===== src/rtl/fifo_arb_pkg.sv =====
// Shared types and helpers for the FIFO write-port arbiter.
//   arb_state_e : arbiter FSM states
//   rr_width()  : bit width of the round-robin pointer for n requesters
package fifo_arb_pkg;

  typedef enum logic {
    IDLE  = 1'b0,
    GRANT = 1'b1
  } arb_state_e;

  // Pointer width; never below one bit so a vector can always be declared.
  function automatic int unsigned rr_width(input int unsigned n);
    return (n > 1) ? $clog2(n) : 1;
  endfunction

endpackage


===== src/rtl/rr_pick.sv =====
// Combinational round-robin picker.
//   i_req    : request vector, one bit per requester
//   i_ptr    : index of the highest-priority requester
//   o_pick_c : one-hot first set request at or after i_ptr, wrapping
//   o_any_c  : at least one request is set
module rr_pick
  import fifo_arb_pkg::*;
#(
  parameter int unsigned NUM_REQ = 4,
  parameter int unsigned PTR_W   = rr_width(NUM_REQ)
) (
  input  logic [NUM_REQ-1:0] i_req,
  input  logic [PTR_W-1:0]   i_ptr,
  output logic [NUM_REQ-1:0] o_pick_c,
  output logic               o_any_c
);

  logic [2*NUM_REQ-1:0] w_dbl;
  logic [2*NUM_REQ-1:0] w_dbl_rot;
  logic [2*NUM_REQ-1:0] w_oh_dbl;
  logic [NUM_REQ-1:0]   w_rot;
  logic [NUM_REQ-1:0]   w_oh;

  // Rotate so i_ptr lands at bit 0, take the lowest set bit, rotate back.
  always_comb begin
    w_dbl     = {i_req, i_req};
    w_dbl_rot = w_dbl >> i_ptr;
    w_rot     = w_dbl_rot[NUM_REQ-1:0];
    w_oh      = '0;
    for (int i = NUM_REQ - 1; i >= 0; i--) begin
      if (w_rot[i]) begin
        w_oh    = '0;
        w_oh[i] = 1'b1;
      end
    end
    w_oh_dbl = {{NUM_REQ{1'b0}}, w_oh} << i_ptr;
    o_pick_c = w_oh_dbl[NUM_REQ-1:0] | w_oh_dbl[2*NUM_REQ-1:NUM_REQ];
    o_any_c  = |i_req;
  end

endmodule


===== src/rtl/fifo_wr_arbiter.sv =====
// Round-robin arbiter sharing the FIFO write port among NUM_REQ requesters.
//   W_CLK, W_rst_n : write-domain clock, async active-low reset
//   Req_Valid/Req_Data/Req_Ready : per-requester valid/ready word interface
//   Full           : FIFO full, stalls the granted requester
//   W_inc, W_Data  : FIFO write strobe and data (same cycle as handshake)
//   Grant          : registered one-hot owner, zero when idle
module fifo_wr_arbiter
  import fifo_arb_pkg::*;
#(
  parameter int unsigned NUM_REQ    = 4,
  parameter int unsigned DATA_WIDTH = 8,
  parameter int unsigned MAX_BURST  = 4
) (
  input  logic                          W_CLK,
  input  logic                          W_rst_n,
  input  logic [NUM_REQ-1:0]            Req_Valid,
  input  logic [NUM_REQ*DATA_WIDTH-1:0] Req_Data,
  output logic [NUM_REQ-1:0]            Req_Ready,
  input  logic                          Full,
  output logic                          W_inc,
  output logic [DATA_WIDTH-1:0]         W_Data,
  output logic [NUM_REQ-1:0]            Grant
);

  localparam int unsigned PTR_W = rr_width(NUM_REQ);
  localparam int unsigned CNT_W = $clog2(MAX_BURST + 1);

  arb_state_e         r_state;
  logic [NUM_REQ-1:0] r_grant;
  logic [PTR_W-1:0]   r_rr_ptr;
  logic [CNT_W-1:0]   r_burst_cnt;

  logic [NUM_REQ-1:0] w_pick;
  logic               w_any;
  logic [PTR_W-1:0]   w_gnt_idx;
  logic [PTR_W-1:0]   w_next_ptr;
  logic               w_in_grant;
  logic               w_gnt_valid;
  logic               w_xfer;
  logic               w_last;
  logic               w_release;

  rr_pick #(
    .NUM_REQ (NUM_REQ),
    .PTR_W   (PTR_W)
  ) u_rr_pick (
    .i_req    (Req_Valid),
    .i_ptr    (r_rr_ptr),
    .o_pick_c (w_pick),
    .o_any_c  (w_any)
  );

  // Grant index and write-data mux; slice 0 is driven while idle.
  always_comb begin
    w_gnt_idx = '0;
    W_Data    = Req_Data[0 +: DATA_WIDTH];
    for (int i = 0; i < NUM_REQ; i++) begin
      if (r_grant[i]) begin
        w_gnt_idx = PTR_W'(i);
        W_Data    = Req_Data[i*DATA_WIDTH +: DATA_WIDTH];
      end
    end
  end

  // Handshake, burst termination and release decode.
  always_comb begin
    w_in_grant  = (r_state == GRANT);
    w_gnt_valid = |(Req_Valid & r_grant);
    w_xfer      = w_in_grant & w_gnt_valid & ~Full;
    w_last      = (r_burst_cnt == CNT_W'(MAX_BURST - 1));
    // Dropped valid releases even under Full; the unused allowance is lost.
    w_release   = w_in_grant & ((w_xfer & w_last) | ~w_gnt_valid);
    w_next_ptr  = (w_gnt_idx == PTR_W'(NUM_REQ - 1)) ? '0 : w_gnt_idx + PTR_W'(1);
    Req_Ready   = (w_in_grant & ~Full) ? r_grant : '0;
    W_inc       = w_xfer;
  end

  assign Grant = r_grant;

  // Arbiter FSM with grant, pointer and burst counter.
  always_ff @(posedge W_CLK or negedge W_rst_n) begin
    if (!W_rst_n) begin
      r_state     <= IDLE;
      r_grant     <= '0;
      r_rr_ptr    <= '0;
      r_burst_cnt <= '0;
    end else begin
      case (r_state)
        IDLE: begin
          if (w_any) begin
            r_grant     <= w_pick;
            r_burst_cnt <= '0;
            r_state     <= GRANT;
          end
        end
        GRANT: begin
          if (w_release) begin
            r_grant     <= '0;
            r_rr_ptr    <= w_next_ptr;
            r_burst_cnt <= '0;
            r_state     <= IDLE;
          end else if (w_xfer) begin
            r_burst_cnt <= r_burst_cnt + CNT_W'(1);
          end
        end
      endcase
    end
  end

endmodule


===== config.mk =====
export PLATFORM = sky130hd
export DESIGN_NAME = fifo_wr_arbiter
export DESIGN_NICKNAME = d
export VERILOG_FILES = /design/src/rtl/fifo_arb_pkg.sv /design/src/rtl/rr_pick.sv /design/src/rtl/fifo_wr_arbiter.sv
export SDC_FILE = /design/constraint.sdc
export NUM_CORES = 1
export LEC_CHECK = 0
export CAP_MARGIN = 20
export CORE_MARGIN = 3
export CORE_UTILIZATION = 38
export CTS_BUF_LIST = sky130_fd_sc_hd__clkbuf_4 sky130_fd_sc_hd__clkbuf_8 sky130_fd_sc_hd__clkbuf_16
export CTS_CLUSTER_DIAMETER = 60
export DETAILED_ROUTE_END_ITERATION = 7
export GPL_ROUTABILITY_DRIVEN = 0
export PLACE_DENSITY_LB_ADDON = 0.2
export SETUP_SLACK_MARGIN = 0.2
export SLEW_MARGIN = 15
export SYNTH_ARGS = -nofsm -noshare
export SYNTH_HDL_FRONTEND = slang
export SYNTH_SLANG_ARGS = --single-unit

===== constraint.sdc =====
create_clock -name W_CLK -period 2.4 [get_ports W_CLK]
set_input_delay 0.36 -clock W_CLK [delete_from_list [all_inputs] [get_ports W_CLK]]
set_output_delay 0.36 -clock W_CLK [all_outputs]
set_load 0.05 [all_outputs]

Word-level counts from Yosys, hierarchy flattened. Index checks and enable logic that the tools add are counted. W data, S select, Z words.

Register bits: 10. Input bits: 39. Output and inout bits: 17. Word-level logic and storage cells: 51.

Add/sub/neg operators: 2. Equal/unequal tests: 5. Shifts and indexed selects: 2. Multiplexer cells: 22. Bitwise gates (word level): 11. Reduce and logical (&&, ||, !) cells: 5.

Operator list (count): $mux W4 (7); $mux W8 (3); $mux W3 (3); $pmux W4 S2 (1); $reduce_or A4 Y1 (2); $shl A4 B2 Y8 (1); $shr A8 B2 Y4 (1); $mux W2 (3); $pmux W3 S2 (1); $reduce_and A2 Y1 (3); $and A1 B1 Y1 (5); $and A4 B4 Y4 (1); $ne A2 B1 Y1 const B (2); $or A4 B4 Y4 (1); $add A3 B1 Y3 const B (1); $eq A3 B2 Y1 const B (1); $mux W1 (3); $ne A3 B2 Y1 const B (1); $not A1 Y1 (3); $add A2 B1 Y2 const B (1); $eq A2 B2 Y1 const B (1); $pmux W1 S2 (1); $or A1 B1 Y1 (1).

Logic depth before layout (Yosys ltp).
Depth in word-level cells: 9. Mapped depth: 6.

By module. Synthesis repeated with hierarchy kept, for this count alone.

Cells, all modules: 120. Area total of the unflattened synthesis: 973.4 µm².

Modules (own cells, without submodules): fifo_wr_arbiter (times used 1, cells an instance 101, area each 867.1 µm²); rr_pick (times used 1, cells an instance 19, area each 106.4 µm²).

Worst setup path after synthesis. OpenSTA, ideal clock, no wires.

Kind: register -> output. Start: register r_grant[2], in the netlist Grant[2]. End: output port W_Data[5]. Data arrival time: 2.363 ns. Data required time: 2.040 ns. Path slack: -0.323 ns. Cell stages (with the launch flop): 5. Buffers on the path: 2. Cell sequence: dfrtp_1 -> buf_2 -> clkbuf_1 -> a21oi_1 -> o21ai_0.

Word-level cells in the longest chain between the ends: 2.

RTL lines: start, declared (line fifo_wr_arbiter.sv:29) `logic [NUM_REQ-1:0] r_grant;`; start signal, assigned (line fifo_wr_arbiter.sv:91) `r_grant <= w_pick;`; $mux W8 (2 in a row) (line fifo_wr_arbiter.sv:58) `if (r_grant[i]) begin`; end, declared (line fifo_wr_arbiter.sv:21) `output logic [DATA_WIDTH-1:0] W_Data,`.

Every way passes these cells.

Worst setup path after layout.
Start: input port Req_Valid[2]. End: output port W_inc.

Word-level cells in the longest chain between the ends: 4.

RTL lines: start, declared (line fifo_wr_arbiter.sv:16) `input logic [NUM_REQ-1:0] Req_Valid,`; $and A4 B4 Y4 (line fifo_wr_arbiter.sv:68) `w_gnt_valid = |(Req_Valid & r_grant);`; $reduce_or A4 Y1 (line fifo_wr_arbiter.sv:68); $and A1 B1 Y1 (2 in a row) (line fifo_wr_arbiter.sv:69) `w_xfer = w_in_grant & w_gnt_valid & ~Full;`; end, declared (line fifo_wr_arbiter.sv:20) `output logic W_inc,`.

Every way passes these cells.

==> impl_metrics.ini <==
[status]
status = finished clean

[cells_and_area]
final_common_cell = clkdlybuf4s50_1
fillCellCount = 136
area_growth_pct = 93.1
final_cell_mix = clkdlybuf4s50_1, nor2_1, buf_12, a21oi_1
layout-drive-gt1-share_pct = 22.0
fin_area_um2 = 1620
insertedDiodeCount = 0
num-nets-final = 206

[cts]
cts_resized = 0
cts_buffers = 3
cts_tree = done
insertion_delay_ns = 0.27
cts_htree_levels = 1
cts.sinks = 10
cts_root_buffer = clkbuf_4
holdBufCountCts = 0
path_clk_slew_ns = 0.07
cts_buffer_depth = 2
postCtsSetupRepairBufs = 0

[setup_path]
cpMaxStageDelayCell = clkdlybuf4s50_1
r2r.worst_path.cells = 5
cp-end-kind = primary output
crit_path_start_kind = input port
path_max_fanout = 6
arrival_ns = 1.64
crit_chain = clkdlybuf4s50_1 > a22oi_1 > and2_4 > nor2_1 > buf_12
crit_required_ns = 2.04
max_stage_delay_ns = 0.59
worst-path-stages = 5
rr_endpoint = r_rr_ptr[0]
cp.buffers_inverters = 2
r2r_setup_slack_ns = 0.78
cp_top_family = buffers and inverters
r2r-start = r_burst_cnt[0]
crit_type = in2out

[placed_design]
postPlaceCellArea_um2 = 1580
dp_hpwl_mm = 2.35
io_buffers = 55

[synthesis]
syn_nets = 148
synthFlopType = dfrtp_1
synth_top_area_cell = dfrtp_1
synth_cells = 107
synth_top_area_share_pct = 29.9
yosysSeqAreaShare_pct = 29.9
synth_area_um2 = 837
synth_edf_count = 0
async_reset_ff_share_pct = 100
synth.top_cells.by_area = dfrtp_1, mux2i_1, a21oi_1
yosys_warnings = 0
syn_area_per_cell_um2 = 7.82
synth_seq_cells = 10
synth_cell_types = 31

[drt]
first_pass_iters = 4
wl_mm = 2.85
detail-route-antenna-nets = 0
avgViaCountPerCell = 5.27
drcViolationCount = 0
drt_iter0_markers = 25
wl_per_cell_um = 14.9
vias = 1007

[global_route]
antenna_found_initial = 0
first_global_vias = 992
grt_pass1_wl_mm = 4.47
grt-ovfl-total = 0
grtUsageTotal_pct = 21.9
grt_max_degree = 19

[sta]
holdWs_ns = 0.402
rsz0062_at_grt = false
setup_tns_ns = 0
slew-limit-headroom_pct = 66.9
maxSlewViolCount = 0
fmax_mhz = 499
fin_crit_ns = 2.00
skew_ns = 0.00369
tightest_slew_ns = 0.495
min_period_over_period_pct = 83.5
setup_viol = 0
finalHoldViolCount = 0

[die]
dieArea_um2 = 2800
core-area_um2 = 2020
start_util_pct = 41.4
io_pins = 56
die_h_um = 52.9
die_w_um = 52.9
std_cell_rows = 16

[pwr]
p_leak_nw = 0.675
vdd_drop_max_uv = 838
p_per_area_nw_per_um2 = 1140

[worst_hold_path]
hold_path.class = in2async

[job]
maxCapViolCount = 0
==> logic make-up (layout without fill, tap and decap cells) <==
logic type / count (synthesis) / in the layout / share of synthesized area (%)
multiplexers: 11 / 11 / 13.3
flip-flops: 10 / 10 / 29.9
AND/OR/NAND/NOR: 36 / 36 / 20.8
AO/OA/AOI/OAI: 36 / 36 / 27.4
buffers and inverters: 12 / 69 / 5.68
adder cells (fa/ha/maj): 2 / 2 / 2.99
==> flip-flops by register name, summed over array words and instances (netlist names) <==
register     count
Grant            4
r_state          1
r_rr_ptr         2
r_burst_cnt      3
==> metrics by stage <==
step	utilization (%)	instances	total power [mW]	setup WS (ns)
after global placement	78.2	187	1.66	0.449
after floorplan	-	107	1.08	0.299
after CTS	80.0	191	1.86	0.413
after detailed placement	78.2	187	1.69	0.416
after global routing	80.0	191	1.94	0.328
final	80.0	191	1.84	0.396
==> cells in the mapped netlist (2+ instances only) <==
cell,count
clkbuf_1,3
nand2b_1,3
ha_1,2
a22oi_1,2
nand2_1,10
o21ai_0,8
inv_1,7
a32o_1,2
a21oi_1,11
and2_1,3
dfrtp_1,10
o22ai_1,4
nor2_1,14
mux2i_1,10
buf_2,2
==> report_power, final <==
group	switching [mW]	internal, mW
Combinational	0.764	0.640
Clock	0.0637	0.0924
Sequential	0.0689	0.216
Total	0.896	0.948
==> worst register-to-register path, cell delays in order, from the launching register on <==
cell and delay (ns):
dfrtp_1 0.39, ha_1 0.20, ha_1 0.19, nor2b_1 0.16, o21ai_2 0.20, mux2_2 0.36
==> how the worst max path moves through the flow <==
| stage | startpoint | to |
|---|---|---|
| final | Req_Valid[2] | W_inc |
| after floorplan | Grant[2] | W_Data[0] |
| after global placement | Req_Valid[2] | W_inc |
| after detailed placement | Req_Valid[2] | W_inc |
| after global routing | Req_Valid[2] | W_inc |
| after CTS | Req_Valid[2] | W_inc |
==> cell type report <==
class	instances	area [µm²]	share of cell area, %
Tap cell	27	33.8	2.09
Timing Repair Buffer	58	701	43.3
Inverter	7	26.3	1.63
Multi-Input combinational cell	85	569	35.2
Sequential cell	10	250	15.5
Clock buffer	4	36.3	2.24
==> per-layer routing <==
layer | share of wire, % | wire, µm | track usage, %
met3 | 6.6 | 189 | 4.23
met2 | 54 | 1550 | 41.1
met5 | 0 | 0 | 0
met4 | 1.3 | 36 | 8.94
met1 | 38 | 1070 | 23.5
Power figures use the tool's default switching activity.
